[config.mk]
export PLATFORM = sky130hd
export DESIGN_NAME = ins_fetch_buf_flat
export DESIGN_NICKNAME = d
export VERILOG_FILES = /design/src/rtl/ins_fetch_buf_if.sv /design/src/rtl/ins_fetch_buf.sv /design/src/flat_wrapper.sv
export SDC_FILE = /design/constraint.sdc
export NUM_CORES = 1
export LEC_CHECK = 0
export ABC_AREA = 0
export CAP_MARGIN = 40
export CORE_MARGIN = 4
export CORE_UTILIZATION = 59
export CTS_BUF_LIST = sky130_fd_sc_hd__clkbuf_16
export CTS_CLUSTER_DIAMETER = 200
export DETAILED_ROUTE_END_ITERATION = 6
export PLACE_DENSITY_LB_ADDON = 0.15
export SLEW_MARGIN = 10
export SYNTH_ARGS = -nofsm -noshare
export SYNTH_HDL_FRONTEND = slang
export SYNTH_SLANG_ARGS = --single-unit
[constraint.sdc]
create_clock -name clk -period 4.25 [get_ports clk]
set_input_delay 0.6375 -clock clk [delete_from_list [all_inputs] [get_ports clk]]
set_output_delay 0.6375 -clock clk [all_outputs]
set_load 0.01 [all_outputs]
[src/rtl/ins_fetch_buf_if.sv]
// ins_fetch_buf_if
//   Bundles the decode-side handshake and the instruction BRAM port B bus of
//   the fetch buffer. Signal names match the original flat port list.
//   master : the fetch buffer (drives instr_*_o and the ins_mem_* request side)
//   slave  : the environment (core redirect/decode ready and the BRAM)
//   Parameter: ADDR_W - byte-address width of PCs and the BRAM address.
interface ins_fetch_buf_if #(
  parameter int unsigned ADDR_W = 32
);
  logic              redirect_i;
  logic [ADDR_W-1:0] redirect_pc_i;
  logic              instr_valid_o;
  logic              instr_ready_i;
  logic [31:0]       instr_o;
  logic [ADDR_W-1:0] instr_pc_o;
  logic              ins_mem_clkb;
  logic              ins_mem_enb;
  logic              ins_mem_rstb;
  logic [3:0]        ins_mem_web;
  logic [ADDR_W-1:0] ins_mem_addrb;
  logic [31:0]       ins_mem_dinb;
  logic              ins_mem_rstb_busy;
  logic [31:0]       ins_mem_doutb;

  modport master (
    input  redirect_i, redirect_pc_i, instr_ready_i,
    input  ins_mem_rstb_busy, ins_mem_doutb,
    output instr_valid_o, instr_o, instr_pc_o,
    output ins_mem_clkb, ins_mem_enb, ins_mem_rstb, ins_mem_web,
    output ins_mem_addrb, ins_mem_dinb
  );

  modport slave (
    output redirect_i, redirect_pc_i, instr_ready_i,
    output ins_mem_rstb_busy, ins_mem_doutb,
    input  instr_valid_o, instr_o, instr_pc_o,
    input  ins_mem_clkb, ins_mem_enb, ins_mem_rstb, ins_mem_web,
    input  ins_mem_addrb, ins_mem_dinb
  );
endinterface

[src/rtl/ins_fetch_buf.sv]
// ins_fetch_buf
//   Instruction-fetch front end between the PC logic and instruction BRAM
//   port B. Issues sequential word reads, tracks reads in flight across the
//   BRAM latency (BRAM_LAT = 1 or 2), queues returned words in a FIFO and
//   presents {pc, instruction} to decode over valid/ready. A redirect flushes
//   queued entries and invalidates in-flight reads through a 1-bit epoch.
//
// Ports
//   clk, reset_n         core clock, asynchronous active-low reset
//   bus (master)         redirect_i/redirect_pc_i, instr_valid_o/instr_ready_i,
//                        instr_o/instr_pc_o, ins_mem_* BRAM port B
//   perf_fetch_o [31:0]  accepted pops      (only with FETCH_PERF_EN)
//   perf_flush_o [31:0]  redirect_i cycles  (only with FETCH_PERF_EN)
//
// Configuration macro: FETCH_PERF_EN adds the two performance counters.
module ins_fetch_buf #(
  parameter int unsigned       ADDR_W     = 32,
  parameter int unsigned       BRAM_LAT   = 1,
  parameter int unsigned       FIFO_DEPTH = 4,
  parameter logic [ADDR_W-1:0] RESET_PC   = '0,
  parameter logic [31:0]       NOP_INSTR  = 32'h0000_0013
) (
  input  logic            clk,
  input  logic            reset_n,
  ins_fetch_buf_if.master bus
`ifdef FETCH_PERF_EN
  ,
  output logic [31:0]     perf_fetch_o,
  output logic [31:0]     perf_flush_o
`endif
);

  localparam int unsigned PTR_W  = $clog2(FIFO_DEPTH);
  localparam int unsigned CNT_W  = PTR_W + 1;
  localparam int unsigned CRD_W  = CNT_W + 1;
  localparam int unsigned ENT_W  = ADDR_W + 32;
  localparam int unsigned PIPE_W = BRAM_LAT * ADDR_W;

  // State
  logic [ADDR_W-1:0]               fetch_pc_q, fetch_pc_d;
  logic                            epoch_q, epoch_d;
  logic [BRAM_LAT-1:0]             pipe_vld_q, pipe_vld_d;
  logic [BRAM_LAT-1:0]             pipe_epoch_q, pipe_epoch_d;
  logic [BRAM_LAT-1:0][ADDR_W-1:0] pipe_pc_q, pipe_pc_d;
  logic [ENT_W-1:0]                fifo_q [FIFO_DEPTH];
  logic [ENT_W-1:0]                fifo_d [FIFO_DEPTH];
  logic [PTR_W-1:0]                wr_ptr_q, wr_ptr_d;
  logic [PTR_W-1:0]                rd_ptr_q, rd_ptr_d;
  logic [CNT_W-1:0]                count_q, count_d;

  // Control
  logic [CNT_W-1:0]  in_flight;
  logic [CRD_W-1:0]  credit_used;
  logic              issue;
  logic              push;
  logic              pop;
  logic              head_valid;
  logic              ret_vld;
  logic              ret_epoch;
  logic [ADDR_W-1:0] ret_pc;
  logic [ADDR_W-1:0] redirect_pc;
  logic [ENT_W-1:0]  head;

  always_comb begin
    // Every valid pipe stage owns a FIFO slot, stale ones included, so a
    // read is only issued when its data is guaranteed somewhere to land.
    in_flight   = CNT_W'($countones(pipe_vld_q));
    credit_used = CRD_W'(count_q) + CRD_W'(in_flight);
    issue       = reset_n && !bus.redirect_i && !bus.ins_mem_rstb_busy &&
                  (credit_used < CRD_W'(FIFO_DEPTH));

    ret_vld     = pipe_vld_q[BRAM_LAT-1];
    ret_epoch   = pipe_epoch_q[BRAM_LAT-1];
    ret_pc      = pipe_pc_q[BRAM_LAT-1];

    // A redirect empties the FIFO, so neither a return nor a pop applies
    // in that cycle.
    push        = ret_vld && (ret_epoch == epoch_q) && !bus.redirect_i;
    head_valid  = (count_q != '0);
    pop         = head_valid && bus.instr_ready_i && !bus.redirect_i;
    head        = fifo_q[rd_ptr_q];
    redirect_pc = bus.redirect_pc_i & ~ADDR_W'(3);
  end

  // Next-state
  always_comb begin
    fetch_pc_d   = fetch_pc_q;
    epoch_d      = epoch_q ^ bus.redirect_i;
    fifo_d       = fifo_q;
    wr_ptr_d     = wr_ptr_q;
    rd_ptr_d     = rd_ptr_q;
    count_d      = count_q;

    // Stage 0 captures the issued read; each cycle the pipe shifts by one.
    pipe_vld_d   = (pipe_vld_q << 1) | BRAM_LAT'(issue);
    pipe_epoch_d = (pipe_epoch_q << 1) | BRAM_LAT'(epoch_q);
    pipe_pc_d    = (pipe_pc_q << ADDR_W) | PIPE_W'(fetch_pc_q);

    if (bus.redirect_i) begin
      fetch_pc_d = redirect_pc;
      rd_ptr_d   = wr_ptr_q;
      count_d    = '0;
    end else begin
      if (issue) begin
        fetch_pc_d = fetch_pc_q + ADDR_W'(4);
      end
      if (push) begin
        fifo_d[wr_ptr_q] = {ret_pc, bus.ins_mem_doutb};
        wr_ptr_d         = wr_ptr_q + 1'b1;
      end
      if (pop) begin
        rd_ptr_d = rd_ptr_q + 1'b1;
      end
      case ({push, pop})
        2'b10:   count_d = count_q + 1'b1;
        2'b01:   count_d = count_q - 1'b1;
        default: count_d = count_q;
      endcase
    end
  end

  always_ff @(posedge clk or negedge reset_n) begin
    if (!reset_n) begin
      fetch_pc_q   <= RESET_PC;
      epoch_q      <= 1'b0;
      pipe_vld_q   <= '0;
      pipe_epoch_q <= '0;
      pipe_pc_q    <= '0;
      fifo_q       <= '{default: '0};
      wr_ptr_q     <= '0;
      rd_ptr_q     <= '0;
      count_q      <= '0;
    end else begin
      fetch_pc_q   <= fetch_pc_d;
      epoch_q      <= epoch_d;
      pipe_vld_q   <= pipe_vld_d;
      pipe_epoch_q <= pipe_epoch_d;
      pipe_pc_q    <= pipe_pc_d;
      fifo_q       <= fifo_d;
      wr_ptr_q     <= wr_ptr_d;
      rd_ptr_q     <= rd_ptr_d;
      count_q      <= count_d;
    end
  end

  // Outputs
  assign bus.instr_valid_o = head_valid;
  assign bus.instr_o       = head_valid ? head[31:0] : NOP_INSTR;
  assign bus.instr_pc_o    = head_valid ? head[ENT_W-1:32] : '0;
  assign bus.ins_mem_clkb  = clk;
  assign bus.ins_mem_enb   = issue;
  assign bus.ins_mem_rstb  = 1'b0;
  assign bus.ins_mem_web   = '0;
  assign bus.ins_mem_addrb = fetch_pc_q;
  assign bus.ins_mem_dinb  = '0;

`ifdef FETCH_PERF_EN
  logic [31:0] perf_fetch_q, perf_fetch_d;
  logic [31:0] perf_flush_q, perf_flush_d;

  always_comb begin
    perf_fetch_d = perf_fetch_q + 32'(pop);
    perf_flush_d = perf_flush_q + 32'(bus.redirect_i);
  end

  always_ff @(posedge clk or negedge reset_n) begin
    if (!reset_n) begin
      perf_fetch_q <= '0;
      perf_flush_q <= '0;
    end else begin
      perf_fetch_q <= perf_fetch_d;
      perf_flush_q <= perf_flush_d;
    end
  end

  assign perf_fetch_o = perf_fetch_q;
  assign perf_flush_o = perf_flush_q;
`endif

endmodule

[src/flat_wrapper.sv]
// flat-port wrapper written by rule: the top's interface ports become plain ports
module ins_fetch_buf_flat 
#(
  parameter int unsigned       ADDR_W     = 32,
  parameter int unsigned       BRAM_LAT   = 1,
  parameter int unsigned       FIFO_DEPTH = 4,
  parameter logic [ADDR_W-1:0] RESET_PC   = '0,
  parameter logic [31:0]       NOP_INSTR  = 32'h0000_0013
)
  (clk, reset_n, bus_redirect_i, bus_redirect_pc_i, bus_instr_ready_i, bus_ins_mem_rstb_busy, bus_ins_mem_doutb, bus_instr_valid_o, bus_instr_o, bus_instr_pc_o, bus_ins_mem_clkb, bus_ins_mem_enb, bus_ins_mem_rstb, bus_ins_mem_web, bus_ins_mem_addrb, bus_ins_mem_dinb);
  ins_fetch_buf_if #(.ADDR_W(ADDR_W)) bus_i ();
  input  logic clk;
  input  logic reset_n;
  input wire logic [$bits(bus_i.redirect_i)-1:0] bus_redirect_i;
  input wire logic [$bits(bus_i.redirect_pc_i)-1:0] bus_redirect_pc_i;
  input wire logic [$bits(bus_i.instr_ready_i)-1:0] bus_instr_ready_i;
  input wire logic [$bits(bus_i.ins_mem_rstb_busy)-1:0] bus_ins_mem_rstb_busy;
  input wire logic [$bits(bus_i.ins_mem_doutb)-1:0] bus_ins_mem_doutb;
  output wire logic [$bits(bus_i.instr_valid_o)-1:0] bus_instr_valid_o;
  output wire logic [$bits(bus_i.instr_o)-1:0] bus_instr_o;
  output wire logic [$bits(bus_i.instr_pc_o)-1:0] bus_instr_pc_o;
  output wire logic [$bits(bus_i.ins_mem_clkb)-1:0] bus_ins_mem_clkb;
  output wire logic [$bits(bus_i.ins_mem_enb)-1:0] bus_ins_mem_enb;
  output wire logic [$bits(bus_i.ins_mem_rstb)-1:0] bus_ins_mem_rstb;
  output wire logic [$bits(bus_i.ins_mem_web)-1:0] bus_ins_mem_web;
  output wire logic [$bits(bus_i.ins_mem_addrb)-1:0] bus_ins_mem_addrb;
  output wire logic [$bits(bus_i.ins_mem_dinb)-1:0] bus_ins_mem_dinb;
  assign bus_i.redirect_i = bus_redirect_i;
  assign bus_i.redirect_pc_i = bus_redirect_pc_i;
  assign bus_i.instr_ready_i = bus_instr_ready_i;
  assign bus_i.ins_mem_rstb_busy = bus_ins_mem_rstb_busy;
  assign bus_i.ins_mem_doutb = bus_ins_mem_doutb;
  assign bus_instr_valid_o = bus_i.instr_valid_o;
  assign bus_instr_o = bus_i.instr_o;
  assign bus_instr_pc_o = bus_i.instr_pc_o;
  assign bus_ins_mem_clkb = bus_i.ins_mem_clkb;
  assign bus_ins_mem_enb = bus_i.ins_mem_enb;
  assign bus_ins_mem_rstb = bus_i.ins_mem_rstb;
  assign bus_ins_mem_web = bus_i.ins_mem_web;
  assign bus_ins_mem_addrb = bus_i.ins_mem_addrb;
  assign bus_ins_mem_dinb = bus_i.ins_mem_dinb;
  ins_fetch_buf #(.ADDR_W(ADDR_W), .BRAM_LAT(BRAM_LAT), .FIFO_DEPTH(FIFO_DEPTH), .RESET_PC(RESET_PC), .NOP_INSTR(NOP_INSTR)) u_core (.clk(clk), .reset_n(reset_n), .bus(bus_i));
endmodule
==> out/results.ini <==
[layout]
nets=1221
num_antenna_cells=0
fin_util_pct=73.5
instances_no_fill=1489
drive_gt1_share_pct=33.9
fillers=1522
area_growth_pct=21.4
stdcell_area_um2=17500

[die]
fp-row-count=56
die_x_um=164
die_h_um=164
start_util_pct=60.6
die_area_um2=26900
fp.coreArea_um2=23800
io_pins=205

[timing]
final.min_clock_period_ns=3.77
setup_viol=0
fin_tns_setup_ns=0
hold_slack_ns=0.413
relSlewSlack_pct=39.4
rsz0062_at_grt=false
worst_slack_ns=0.475
finClkSkew_ns=0.0109
max_freq_mhz=265
slew_viol_final=0
finalHoldViolations=0
tightest_slew_ns=0.902
finalCritPeriodShare_pct=88.8

[setup_path]
cp.required_ns=3.61
cp.arrival_ns=3.14
path_class=input port to output port
cp-start-kind=input port
endpoint_kind=output port
cp_max_fo=27

[place]
dp.cells=1425
post-place-ws_ns=0.927
placed_area_um2=16300
dp_hpwl_mm=19.2
io_buffers=161
gp_congestion=0.761

[clock_network]
cts_tree=built
clock_latency_ns=0.61
post_cts_buffers=0
path_clk_slew_ns=0.06

[grt]
grt_antenna_before_repair=0
grt_pass1_wl_mm=49.3
grt_pass1_vias=9078
overflow=0
grt_max_degree=151
grt_usage_pct=23.4

[min_path]
worst_hold_path_type=input port to flip-flop

[detailed_routing]
viasPerCell=5.69
drtIter0Drc=539
drc_errors=0
wirelength_mm=30.3
vias=8470
final_antenna_net_count=0
firstDrtPassIters=4
post_drt_wl_per_cell_um=20.3

[run_status]
status=finished clean

[power_and_ir_drop]
power_density_nw_per_um2=613
vdd_drop_max_mv=0.283
total_power_mw=10.7
p_leak_nw=8.11

[synth]
synth_top_area_share_pct=55.3
synth_top_cell_by_area=dfrtp_1
postSynthCellCount=987
synth_edf_count=0
yosysUniqueCellTypes=40
async_flop_share_pct=100
synth_area_per_cell_um2=14.6
synth.ff_latch_count=318
ys_seq_area_share_pct=55.3
synth_ff_type=dfrtp_1
syn_area_um2=14400
ys_warn_count=0
synthTopCellsByArea=dfrtp_1 55%, mux2_2 19%, mux4_2 9.7%

[run]
maxCapViolations=0

-- state kept, by name, summed over array words and instances (netlist names) --
register                  flops
u_core.count_q                3
u_core.pipe_vld_q             1
u_core.bus.ins_mem_addrb     30
u_core.rd_ptr_q               2
u_core.pipe_pc_q             30
u_core.fifo_q               248
u_core.wr_ptr_q               2
u_core.epoch_q                1
u_core.pipe_epoch_q           1
-- cell families after synthesis --
| logic type | share of synthesized area (%) |
|---|---|
| buf+inv | 4.19 |
| simple gates | 6.88 |
| other cells | 0.0261 |
| mux | 29.3 |
| flops | 55.3 |
| xor+xnor | 2.25 |
| fa+ha+maj | 0.574 |
| compound gates | 1.42 |
-- area by class of cell --
cell class | count | area [um2] | share of cell area, %
Sequential cell | 318 | 7960 | 45.6
Clock buffer | 41 | 1010 | 5.79
Tap cell | 319 | 399 | 2.29
Clock inverter | 23 | 174 | 0.996
Timing Repair Buffer | 178 | 1900 | 10.9
Inverter | 5 | 18.8 | 0.107
Multi-Input combinational cell | 605 | 6000 | 34.4
-- repair_timing --
item                       in CTS  in global routing
hold endpoints to repair       24                  0
hold buffers                    1                  0
setup endpoints to repair       0                  0
resized for setup               0                  0
-- critical path, stage by stage --
cell and delay, ns:
dlygate4sd3_1 0.56, buf_8 0.23, or3b_1 0.57, or2_1 0.31, nor2_1 0.22, clkdlybuf4s50_1 0.59
-- power by group --
part           internal [mW]  total, mW  switching (mW)
registers               3.99       4.63           0.646
clock network           1.88       3.05            1.18
logic                   1.87       3.02            1.15
-- cell usage after synthesis (2+ instances only) --
cell	number
mux4_2	62
o21ai_0	29
ha_1	5
and4_1	5
mux2_2	249
buf_4	42
and2_1	64
or2_2	3
nor2_1	7
o21ai_1	2
nand2_1	43
buf_2	32
and3_1	7
xnor2_1	12
dfrtp_1	318
clkbuf_1	21
nand4_1	17
mux2i_1	2
nor3_1	4
buf_6	2
nor3_2	3
a22oi_1	3
inv_1	5
nand3_1	9
xor2_1	25
buf_1	2
-- layer usage --
layer  vias up  routed length, um  share of wire, %  GRT usage, %
met5         -                  0                 0             0
met4         0                486               1.6          6.40
met3        34               1390               4.6          3.69
met2       214              15200                50          38.1
met1      4422              13200                44          33.2
li1       3800                  -                 -             -
-- placed cells by master (no fill, tap or decap), types with 4 or more instances in the layout --
cell type | netlist | routed
dfrtp_1 | 318 | 316
mux2_2 | 249 | 249
clkdlybuf4s50_1 | 0 | 159
and2_1 | 64 | 64
mux4_2 | 62 | 62
conb_1 | 1 | 41
clkbuf_16 | 0 | 40
nand2_1 | 43 | 39
o21ai_0 | 29 | 29
xor2_1 | 25 | 25
nand4_1 | 17 | 17
inv_1 | 5 | 12
xnor2_1 | 12 | 12
nand3_1 | 9 | 9
buf_4 | 42 | 8
and3_1 | 7 | 7
nor2_1 | 7 | 7
clkinv_2 | 0 | 7
buf_16 | 0 | 6
and4_1 | 5 | 5
ha_1 | 5 | 5
clkinv_1 | 0 | 5
nor3_1 | 4 | 4
nand2_4 | 0 | 4
-- worst paths after layout --
| kind | start | end | cells past startpoint | slack [ns] |
|---|---|---|---|---|
| max | reset_n | bus_ins_mem_enb | 6 | 0.48 |
| min | bus_redirect_i | u_core.count_q[2]$_DFFE_PN0P_ | 2 | 0.41 |
| max reg2reg | u_core.count_q[1]$_DFFE_PN0P_ | u_core.count_q[2]$_DFFE_PN0P_ | 9 | 1.32 |
| min reg2reg | u_core.bus.ins_mem_addrb[31]$_DFFE_PN0P_ | u_core.pipe_pc_q[31]$_DFF_PN0_ | 0 | 0.43 |
| max in group asynchronous | reset_n | u_core.bus.ins_mem_addrb[15]$_DFFE_PN0P_ | 6 | 2.29 |
| min in group asynchronous | reset_n | u_core.fifo_q[122]$_DFFE_PN0P_ | 2 | 0.45 |
Power figures use the tool's default switching activity.
